### config.mk
export PLATFORM = sky130hd
export DESIGN_NAME = vxe_axi_regio_bridge_flat
export DESIGN_NICKNAME = d
export VERILOG_FILES = /design/src/rtl/vxe_axi_regio_bridge_pkg.sv /design/src/rtl/vxe_axi_regio_bridge_if.sv /design/src/rtl/vxe_regio_tmo.sv /design/src/rtl/vxe_axi_regio_bridge.sv /design/src/flat_wrapper.sv
export SDC_FILE = /design/constraint.sdc
export NUM_CORES = 1
export LEC_CHECK = 0
export BUFFER_PORTS_ARGS = -buffer_cell sky130_fd_sc_hd__buf_2
export CAP_MARGIN = 20
export CORE_AREA = 2 2 111 113
export CTS_BUF_LIST = sky130_fd_sc_hd__clkbuf_16
export CTS_CLUSTER_SIZE = 30
export DETAILED_ROUTE_END_ITERATION = 7
export DIE_AREA = 0 0 113 115
export PLACE_DENSITY = 0.85
export SYNTH_ARGS = -nofsm -noshare
export SYNTH_HDL_FRONTEND = slang
export SYNTH_SLANG_ARGS = --single-unit
### constraint.sdc
create_clock -name clk -period 9.6 [get_ports clk]
set_clock_uncertainty 0.05 [all_clocks]
set_input_delay 0.96 -clock clk [delete_from_list [all_inputs] [get_ports clk]]
set_output_delay 0.96 -clock clk [all_outputs]
set_load 0.03 [all_outputs]
### src/rtl/vxe_axi_regio_bridge_pkg.sv
// Shared types and constants for the AXI4-Lite to VxEngine RegIO bridge.
package vxe_axi_regio_bridge_pkg;

    localparam int unsigned IDX_W     = 10;
    localparam int unsigned DATA_W    = 32;
    localparam int unsigned STRB_W    = 4;
    localparam int unsigned RESP_W    = 2;
    localparam int unsigned TMO_CNT_W = 16;

    localparam logic [RESP_W-1:0] RESP_OKAY   = 2'b00;
    localparam logic [RESP_W-1:0] RESP_SLVERR = 2'b10;
    localparam logic [DATA_W-1:0] TMO_RDATA   = 32'hdead_beef;

    typedef enum logic [1:0] {W_IDLE, W_REQ, W_RESP} w_state_t;
    typedef enum logic [1:0] {R_IDLE, R_REQ, R_RESP} r_state_t;

    // Write-path registers: state, captured AW/W payload and all registered outputs
    typedef struct packed {
        w_state_t            state;
        logic                aw_cap;
        logic                w_cap;
        logic [IDX_W-1:0]    idx;
        logic [DATA_W-1:0]   data;
        logic [STRB_W-1:0]   strb;
        logic [RESP_W-1:0]   bresp;
        logic                bvalid;
        logic                awready;
        logic                wready;
        logic                wenable;
    } w_ctx_t;

    typedef struct packed {
        r_state_t            state;
        logic [IDX_W-1:0]    idx;
        logic [DATA_W-1:0]   rdata;
        logic [RESP_W-1:0]   rresp;
        logic                rvalid;
        logic                arready;
        logic                renable;
    } r_ctx_t;

    function automatic logic [RESP_W-1:0] resp_of(input logic err);
        return err ? RESP_SLVERR : RESP_OKAY;
    endfunction

endpackage

### src/rtl/vxe_axi_regio_bridge_if.sv
// AXI4-Lite slave channels plus RegIO initiator signals of the bridge.
interface vxe_axi_regio_bridge_if #(parameter int unsigned ADDR_W = 12);
    import vxe_axi_regio_bridge_pkg::*;

    logic [ADDR_W-1:0] s_awaddr;
    logic              s_awvalid;
    logic              s_awready;
    logic [DATA_W-1:0] s_wdata;
    logic [STRB_W-1:0] s_wstrb;
    logic              s_wvalid;
    logic              s_wready;
    logic [RESP_W-1:0] s_bresp;
    logic              s_bvalid;
    logic              s_bready;
    logic [ADDR_W-1:0] s_araddr;
    logic              s_arvalid;
    logic              s_arready;
    logic [DATA_W-1:0] s_rdata;
    logic [RESP_W-1:0] s_rresp;
    logic              s_rvalid;
    logic              s_rready;

    logic [IDX_W-1:0]  o_wreg_idx;
    logic [DATA_W-1:0] o_wdata;
    logic              o_wenable;
    logic              i_waccept;
    logic              i_werror;
    logic [IDX_W-1:0]  o_rreg_idx;
    logic              o_renable;
    logic [DATA_W-1:0] i_rdata;
    logic              i_raccept;
    logic              i_rerror;

    // Bridge side
    modport slave (
        input  s_awaddr, s_awvalid, s_wdata, s_wstrb, s_wvalid, s_bready,
               s_araddr, s_arvalid, s_rready,
               i_waccept, i_werror, i_rdata, i_raccept, i_rerror,
        output s_awready, s_wready, s_bresp, s_bvalid,
               s_arready, s_rdata, s_rresp, s_rvalid,
               o_wreg_idx, o_wdata, o_wenable, o_rreg_idx, o_renable
    );

    // Host and responder side
    modport master (
        output s_awaddr, s_awvalid, s_wdata, s_wstrb, s_wvalid, s_bready,
               s_araddr, s_arvalid, s_rready,
               i_waccept, i_werror, i_rdata, i_raccept, i_rerror,
        input  s_awready, s_wready, s_bresp, s_bvalid,
               s_arready, s_rdata, s_rresp, s_rvalid,
               o_wreg_idx, o_wdata, o_wenable, o_rreg_idx, o_renable
    );

endinterface

### src/rtl/vxe_regio_tmo.sv
// Accept-timeout counter for one RegIO request path; TMO_CYCLES = 0 disables it.
module vxe_regio_tmo
    import vxe_axi_regio_bridge_pkg::*;
#(
    parameter int unsigned TMO_CYCLES = 256
) (
    input  logic clk,
    input  logic rst,
    input  logic start,
    input  logic run,
    input  logic accept,
    output logic expire_c
);

    logic [TMO_CNT_W-1:0] cnt;

    // Held at zero outside REQ so every request starts counting from 0
    always_ff @(posedge clk or posedge rst) begin
        if (rst) begin
            cnt <= '0;
        end else if (start) begin
            cnt <= '0;
        end else if (run && !accept) begin
            cnt <= cnt + TMO_CNT_W'(1);
        end
    end

    // An accept in the expiring cycle wins as a normal completion
    assign expire_c = (TMO_CYCLES != 0) && run && !accept &&
                      (cnt == TMO_CNT_W'(TMO_CYCLES - 1));

endmodule

### src/rtl/vxe_axi_regio_bridge.sv
// AXI4-Lite slave issuing VxEngine RegIO register reads/writes; independent read and write paths.
module vxe_axi_regio_bridge
    import vxe_axi_regio_bridge_pkg::*;
#(
    parameter int unsigned TMO_CYCLES = 256
) (
    input  logic                  clk,
    input  logic                  rst,
    vxe_axi_regio_bridge_if.slave bus
);

    w_ctx_t w_q, w_d;
    r_ctx_t r_q, r_d;
    logic   aw_hs, w_hs, ar_hs;
    logic   w_expire_c, r_expire_c;
    logic   unused_addr;

    // Only addr[11:2] selects a register
    assign unused_addr = ^{bus.s_awaddr, bus.s_araddr};

    vxe_regio_tmo #(.TMO_CYCLES(TMO_CYCLES)) u_wtmo (
        .clk      (clk),
        .rst      (rst),
        .start    (w_q.state != W_REQ),
        .run      (w_q.state == W_REQ),
        .accept   (bus.i_waccept),
        .expire_c (w_expire_c)
    );

    vxe_regio_tmo #(.TMO_CYCLES(TMO_CYCLES)) u_rtmo (
        .clk      (clk),
        .rst      (rst),
        .start    (r_q.state != R_REQ),
        .run      (r_q.state == R_REQ),
        .accept   (bus.i_raccept),
        .expire_c (r_expire_c)
    );

    always_ff @(posedge clk or posedge rst) begin
        if (rst) w_q <= '0;
        else     w_q <= w_d;
    end

    // Write path: AW and W captured independently, then one RegIO write
    always_comb begin
        w_d   = w_q;
        aw_hs = bus.s_awvalid && w_q.awready;
        w_hs  = bus.s_wvalid && w_q.wready;
        case (w_q.state)
            W_IDLE: begin
                if (aw_hs) begin
                    w_d.aw_cap = 1'b1;
                    w_d.idx    = bus.s_awaddr[11:2];
                end
                if (w_hs) begin
                    w_d.w_cap = 1'b1;
                    w_d.data  = bus.s_wdata;
                    w_d.strb  = bus.s_wstrb;
                end
                if (w_d.aw_cap && w_d.w_cap) begin
                    // Registers are word-only; partial strobes are refused without a RegIO write
                    if (w_d.strb != '1) begin
                        w_d.state  = W_RESP;
                        w_d.bresp  = RESP_SLVERR;
                        w_d.bvalid = 1'b1;
                    end else begin
                        w_d.state   = W_REQ;
                        w_d.wenable = 1'b1;
                    end
                end
            end
            W_REQ: begin
                if (bus.i_waccept || w_expire_c) begin
                    w_d.state   = W_RESP;
                    w_d.wenable = 1'b0;
                    w_d.bvalid  = 1'b1;
                    w_d.bresp   = bus.i_waccept ? resp_of(bus.i_werror) : RESP_SLVERR;
                end
            end
            W_RESP: begin
                if (bus.s_bready) begin
                    w_d.state  = W_IDLE;
                    w_d.bvalid = 1'b0;
                    w_d.aw_cap = 1'b0;
                    w_d.w_cap  = 1'b0;
                end
            end
            default: w_d.state = W_IDLE;
        endcase
        w_d.awready = (w_d.state == W_IDLE) && !w_d.aw_cap;
        w_d.wready  = (w_d.state == W_IDLE) && !w_d.w_cap;
    end

    always_ff @(posedge clk or posedge rst) begin
        if (rst) r_q <= '0;
        else     r_q <= r_d;
    end

    // Read path: one RegIO read per AR, data and status latched at accept
    always_comb begin
        r_d   = r_q;
        ar_hs = bus.s_arvalid && r_q.arready;
        case (r_q.state)
            R_IDLE: begin
                if (ar_hs) begin
                    r_d.state   = R_REQ;
                    r_d.idx     = bus.s_araddr[11:2];
                    r_d.renable = 1'b1;
                end
            end
            R_REQ: begin
                if (bus.i_raccept || r_expire_c) begin
                    r_d.state   = R_RESP;
                    r_d.renable = 1'b0;
                    r_d.rvalid  = 1'b1;
                    r_d.rdata   = bus.i_raccept ? bus.i_rdata : TMO_RDATA;
                    r_d.rresp   = bus.i_raccept ? resp_of(bus.i_rerror) : RESP_SLVERR;
                end
            end
            R_RESP: begin
                if (bus.s_rready) begin
                    r_d.state  = R_IDLE;
                    r_d.rvalid = 1'b0;
                end
            end
            default: r_d.state = R_IDLE;
        endcase
        r_d.arready = (r_d.state == R_IDLE);
    end

    assign bus.s_awready  = w_q.awready;
    assign bus.s_wready   = w_q.wready;
    assign bus.s_bvalid   = w_q.bvalid;
    assign bus.s_bresp    = w_q.bresp;
    assign bus.o_wenable  = w_q.wenable;
    assign bus.o_wreg_idx = w_q.idx;
    assign bus.o_wdata    = w_q.data;

    assign bus.s_arready  = r_q.arready;
    assign bus.s_rvalid   = r_q.rvalid;
    assign bus.s_rdata    = r_q.rdata;
    assign bus.s_rresp    = r_q.rresp;
    assign bus.o_renable  = r_q.renable;
    assign bus.o_rreg_idx = r_q.idx;

endmodule

### src/flat_wrapper.sv
// flat-port wrapper written by rule: the top's interface ports become plain ports
module vxe_axi_regio_bridge_flat import vxe_axi_regio_bridge_pkg::*;
#(
    parameter int unsigned TMO_CYCLES = 256
)
  (clk, rst, bus_s_awaddr, bus_s_awvalid, bus_s_wdata, bus_s_wstrb, bus_s_wvalid, bus_s_bready, bus_s_araddr, bus_s_arvalid, bus_s_rready, bus_i_waccept, bus_i_werror, bus_i_rdata, bus_i_raccept, bus_i_rerror, bus_s_awready, bus_s_wready, bus_s_bresp, bus_s_bvalid, bus_s_arready, bus_s_rdata, bus_s_rresp, bus_s_rvalid, bus_o_wreg_idx, bus_o_wdata, bus_o_wenable, bus_o_rreg_idx, bus_o_renable);
  vxe_axi_regio_bridge_if #(.ADDR_W(12)) bus_i ();
  input  logic clk;
  input  logic rst;
  input wire logic [$bits(bus_i.s_awaddr)-1:0] bus_s_awaddr;
  input wire logic [$bits(bus_i.s_awvalid)-1:0] bus_s_awvalid;
  input wire logic [$bits(bus_i.s_wdata)-1:0] bus_s_wdata;
  input wire logic [$bits(bus_i.s_wstrb)-1:0] bus_s_wstrb;
  input wire logic [$bits(bus_i.s_wvalid)-1:0] bus_s_wvalid;
  input wire logic [$bits(bus_i.s_bready)-1:0] bus_s_bready;
  input wire logic [$bits(bus_i.s_araddr)-1:0] bus_s_araddr;
  input wire logic [$bits(bus_i.s_arvalid)-1:0] bus_s_arvalid;
  input wire logic [$bits(bus_i.s_rready)-1:0] bus_s_rready;
  input wire logic [$bits(bus_i.i_waccept)-1:0] bus_i_waccept;
  input wire logic [$bits(bus_i.i_werror)-1:0] bus_i_werror;
  input wire logic [$bits(bus_i.i_rdata)-1:0] bus_i_rdata;
  input wire logic [$bits(bus_i.i_raccept)-1:0] bus_i_raccept;
  input wire logic [$bits(bus_i.i_rerror)-1:0] bus_i_rerror;
  output wire logic [$bits(bus_i.s_awready)-1:0] bus_s_awready;
  output wire logic [$bits(bus_i.s_wready)-1:0] bus_s_wready;
  output wire logic [$bits(bus_i.s_bresp)-1:0] bus_s_bresp;
  output wire logic [$bits(bus_i.s_bvalid)-1:0] bus_s_bvalid;
  output wire logic [$bits(bus_i.s_arready)-1:0] bus_s_arready;
  output wire logic [$bits(bus_i.s_rdata)-1:0] bus_s_rdata;
  output wire logic [$bits(bus_i.s_rresp)-1:0] bus_s_rresp;
  output wire logic [$bits(bus_i.s_rvalid)-1:0] bus_s_rvalid;
  output wire logic [$bits(bus_i.o_wreg_idx)-1:0] bus_o_wreg_idx;
  output wire logic [$bits(bus_i.o_wdata)-1:0] bus_o_wdata;
  output wire logic [$bits(bus_i.o_wenable)-1:0] bus_o_wenable;
  output wire logic [$bits(bus_i.o_rreg_idx)-1:0] bus_o_rreg_idx;
  output wire logic [$bits(bus_i.o_renable)-1:0] bus_o_renable;
  assign bus_i.s_awaddr = bus_s_awaddr;
  assign bus_i.s_awvalid = bus_s_awvalid;
  assign bus_i.s_wdata = bus_s_wdata;
  assign bus_i.s_wstrb = bus_s_wstrb;
  assign bus_i.s_wvalid = bus_s_wvalid;
  assign bus_i.s_bready = bus_s_bready;
  assign bus_i.s_araddr = bus_s_araddr;
  assign bus_i.s_arvalid = bus_s_arvalid;
  assign bus_i.s_rready = bus_s_rready;
  assign bus_i.i_waccept = bus_i_waccept;
  assign bus_i.i_werror = bus_i_werror;
  assign bus_i.i_rdata = bus_i_rdata;
  assign bus_i.i_raccept = bus_i_raccept;
  assign bus_i.i_rerror = bus_i_rerror;
  assign bus_s_awready = bus_i.s_awready;
  assign bus_s_wready = bus_i.s_wready;
  assign bus_s_bresp = bus_i.s_bresp;
  assign bus_s_bvalid = bus_i.s_bvalid;
  assign bus_s_arready = bus_i.s_arready;
  assign bus_s_rdata = bus_i.s_rdata;
  assign bus_s_rresp = bus_i.s_rresp;
  assign bus_s_rvalid = bus_i.s_rvalid;
  assign bus_o_wreg_idx = bus_i.o_wreg_idx;
  assign bus_o_wdata = bus_i.o_wdata;
  assign bus_o_wenable = bus_i.o_wenable;
  assign bus_o_rreg_idx = bus_i.o_rreg_idx;
  assign bus_o_renable = bus_i.o_renable;
  vxe_axi_regio_bridge #(.TMO_CYCLES(TMO_CYCLES)) u_core (.clk(clk), .rst(rst), .bus(bus_i));
endmodule
==> flow_summary_export.csv <==
group,metric,value,unit
global_route,first_global_vias,4584,
timing,finalSetupTns,0,ns
critical_path,reg2reg_depth,3,
critical_path,cp-endpoint,"u_core.bus.o_wdata[13]",
cells_and_area,fillCellCount,915,
synth,synth.distinct_cells,54,
critical_path,crit_path_cell_trace,"or2_1 > nor2_4 > mux2_2",
synth,yosys_warnings,0,
clock_network,cts.clk_slew.worst_paths,0.06,ns
clock_network,post-cts-setup-buffers,0,
global_route,grt_usage,19.79,%
critical_path,cp_top_family,"simple AND/OR/NAND/NOR gates",
critical_path,cp_slowest_stage_delay,0.76,ns
critical_path,cp_num_cells,3,
power_and_ir_drop,ir_worst_vdd,0.1791,mV
detailed_routing,wl_per_cell,14.78,um
critical_path,path_class,"register to register",
synth,synth_top_area_share,52.13,%
critical_path,cp.arrival,2.52,ns
clock_network,cts_hold_buf,0,
cells_and_area,syn_to_final_growth,16.01,%
global_route,busiest_layer,"met2",
timing,layout_min_cycle_time,2.287,ns
critical_path,endpoint_kind,"register",
timing,rsz0062_at_grt,"no",
synth,avgSynthCellArea,10.93,sq um
cells_and_area,mostFrequentLayoutCells,"buf_2 (191), dfrtp_1 (135), mux2_2 (55)",
global_route,grt-ovfl-total,0,
clock_network,cts_sinks,135,
clock_network,cts_tree,"built",
floorplanning,core_area,11810,sq um
placement,gp_congestion,0.8253,
cells_and_area,ff_latch_area,3378,sq um
detailed_routing,drt_iter0_markers,312,
timing,fin_crit_sh,23.82,%
critical_path,cp-start-kind,"register",
timing,holdWs,0.4297,ns
critical_path,timing.critical_path.buf_inv,0,
detailed_routing,viasPerCell,5.333,
timing,relSlewSlack,36.48,%
critical_path,crit_start,"u_core.w_q[54]",
timing,setup_viol,0,
detailed_routing,ant_nets,0,
synth,syn_area,6480,sq um
floorplanning,die_h,115,um
clock_network,cts.htree.levels,4,
cells_and_area,drive_above_1_share,40.28,%
synth,ys_ff_latch,135,
placement,portBuffers,191,
global_route,grt_antenna_before_repair,0,
timing,final_hold_viol_count,0,
clock_network,clk_path_buf_depth,2,
global_route,grt_pass1_wl,20620,um
critical_path,cp_max_fo,36,
global_route,use_met2,34.41,%
critical_path,worstReg2RegStart,"u_core.w_q[54]",
clock_network,cts_root_buffer,"clkbuf_16",
hold_path,min_path_type,"register to register",
power_and_ir_drop,p_leak,3.550,nW
clock_network,cts_buffers,17,
critical_path,cp_slowest_cell,"nor2_4",
cells_and_area,n_antenna_cell,0,
global_route,grtUsageMet3,5.271,%
synth,synthTopCellsByArea,"dfrtp_1 (52%), buf_4 (11%), mux2_2 (9.6%)",
cells_and_area,final_nets,802,
floorplanning,die_w,113,um
floorplanning,start_util,54.86,%
clock_network,ctsResizeCount,0,
outcome,violations,"design-rule violations",
detailed_routing,firstDrtPassIters,7,
cells_and_area,multi_input_area,2186,sq um
detailed_routing,wl,12670,um
power_and_ir_drop,p_per_area,345.1,nW/um^2
global_route,use_met1,22.68,%
detailed_routing,drc_errors,15,
timing,slew_violations,0,
synth,ys_seq_area_share,52.13,%
detailed_routing,num_vias,4570,
cells_and_area,layout_commonest_cell,"buf_2",
synth,ys.flop_type,"dfrtp_1",
floorplanning,die_area,13000,sq um
synth,synthArstFlopShare,100.0,%
placement,hpwlAfterDp,8712,um
synth,synth_top_area_cell,"dfrtp_1",
timing,tightest_slew,0.9505,ns
clock_network,insertion_delay,0.41,ns
critical_path,rr_endpoint,"u_core.bus.o_wdata[13]",
floorplanning,rows,40,
critical_path,regToRegSetupSlack,7.31,ns
outcome,status,"finished, violations left",
job,maxCapViolCount,0,
critical_path,required,9.84,ns
floorplanning,ios,198,
global_route,grt_max_degree,89,
timing,fmax,437.3,MHz
synth,synthCells,593,
synth,synth_edf_count,0,
[metrics by stage]
step                      cell area (sq um)  std cells  setup WS [ns]  utilization, %  power (mW)
after floorplan                        6484        594          4.979               -       1.889
after global placement                 6879        823          6.972           58.24       1.896
after detailed placement               6879        823          6.788           58.24       1.945
after CTS                              7475        855          6.784           63.28       2.606
after global routing                   7517        857          7.170           63.64       2.729
final                                  7517        857          7.313           63.64       2.594
[power breakdown]
group | switching, mW | internal, mW | total [mW]
clock network | 0.227 | 0.426 | 0.653
logic | 0.665 | 0.376 | 1.04
registers | 0.124 | 0.775 | 0.899
total | 1.02 | 1.58 | 2.59
[Yosys cell counts, drive strengths merged, types with 11 or more instances]
| library cell | n |
|---|---|
| nand2 | 15 |
| buf | 98 |
| dfrtp | 135 |
| nor2 | 33 |
| xnor2 | 13 |
| o21ai | 12 |
| nor3 | 11 |
| clkbuf | 14 |
| a21oi | 41 |
| inv | 40 |
| mux2 | 57 |
| o22ai | 26 |
[layout make-up]
cell class / count / area share, %
inverter: 40 / 2.031
clock buffer: 17 / 5.659
timing repair buffer: 196 / 13.58
multi-input combinational: 307 / 29.08
sequential: 135 / 44.94
tap: 147 / 2.447
clock inverter: 15 / 2.264
[worst min-delay path by stage]
stage	from	endpoint	slack [ns]	cells after the start
final	u_core.bus.o_wdata[25]	u_core.bus.o_wdata[25]	0.43	1
after global routing	u_core.bus.o_wdata[17]	u_core.bus.o_wdata[17]	0.46	1
after CTS	u_core.bus.o_wdata[25]	u_core.bus.o_wdata[25]	0.43	1
after detailed placement	u_core.bus.o_wdata[25]	u_core.bus.o_wdata[25]	0.42	1
after global placement	u_core.bus.o_wdata[24]	u_core.bus.o_wdata[24]	0.42	1
after floorplan	u_core.bus.o_wdata[24]	u_core.bus.o_wdata[24]	0.41	1
[cells by family after synthesis]
kind of cell    after synthesis  share of synthesized area, %
compound gates              113                         11.06
xor+xnor                     22                         2.974
fa+ha+maj                     2                        0.3861
buf+inv                     152                         14.31
flops                       135                         52.13
mux                          60                         10.37
other cells                   1                       0.05787
simple gates                108                         8.709
[per-layer routing]
| layer | up-vias | routed length [um] |
|---|---|---|
| li1 | 2175 | - |
| met1 | 2189 | 5062 |
| met2 | 179 | 6497 |
| met3 | 27 | 806 |
| met4 | 0 | 303 |
| met5 | - | 0 |
[flip-flops by register name (all words and copies together) (netlist names), 2 cells and up]
register               count
u_core.r_q                 2
u_core.bus.o_wdata        32
u_core.u_wtmo.cnt         16
u_core.bus.s_rdata        32
u_core.w_q                 8
u_core.bus.o_rreg_idx     10
u_core.bus.o_wreg_idx     10
u_core.u_rtmo.cnt         16
[worst reg2reg max path: stages, from the launching register on]
cell	delay, ns
dfrtp_1	0.53
or2_1	0.39
nor2_4	0.76
mux2_2	0.43
(Power assumes the default switching activity.)
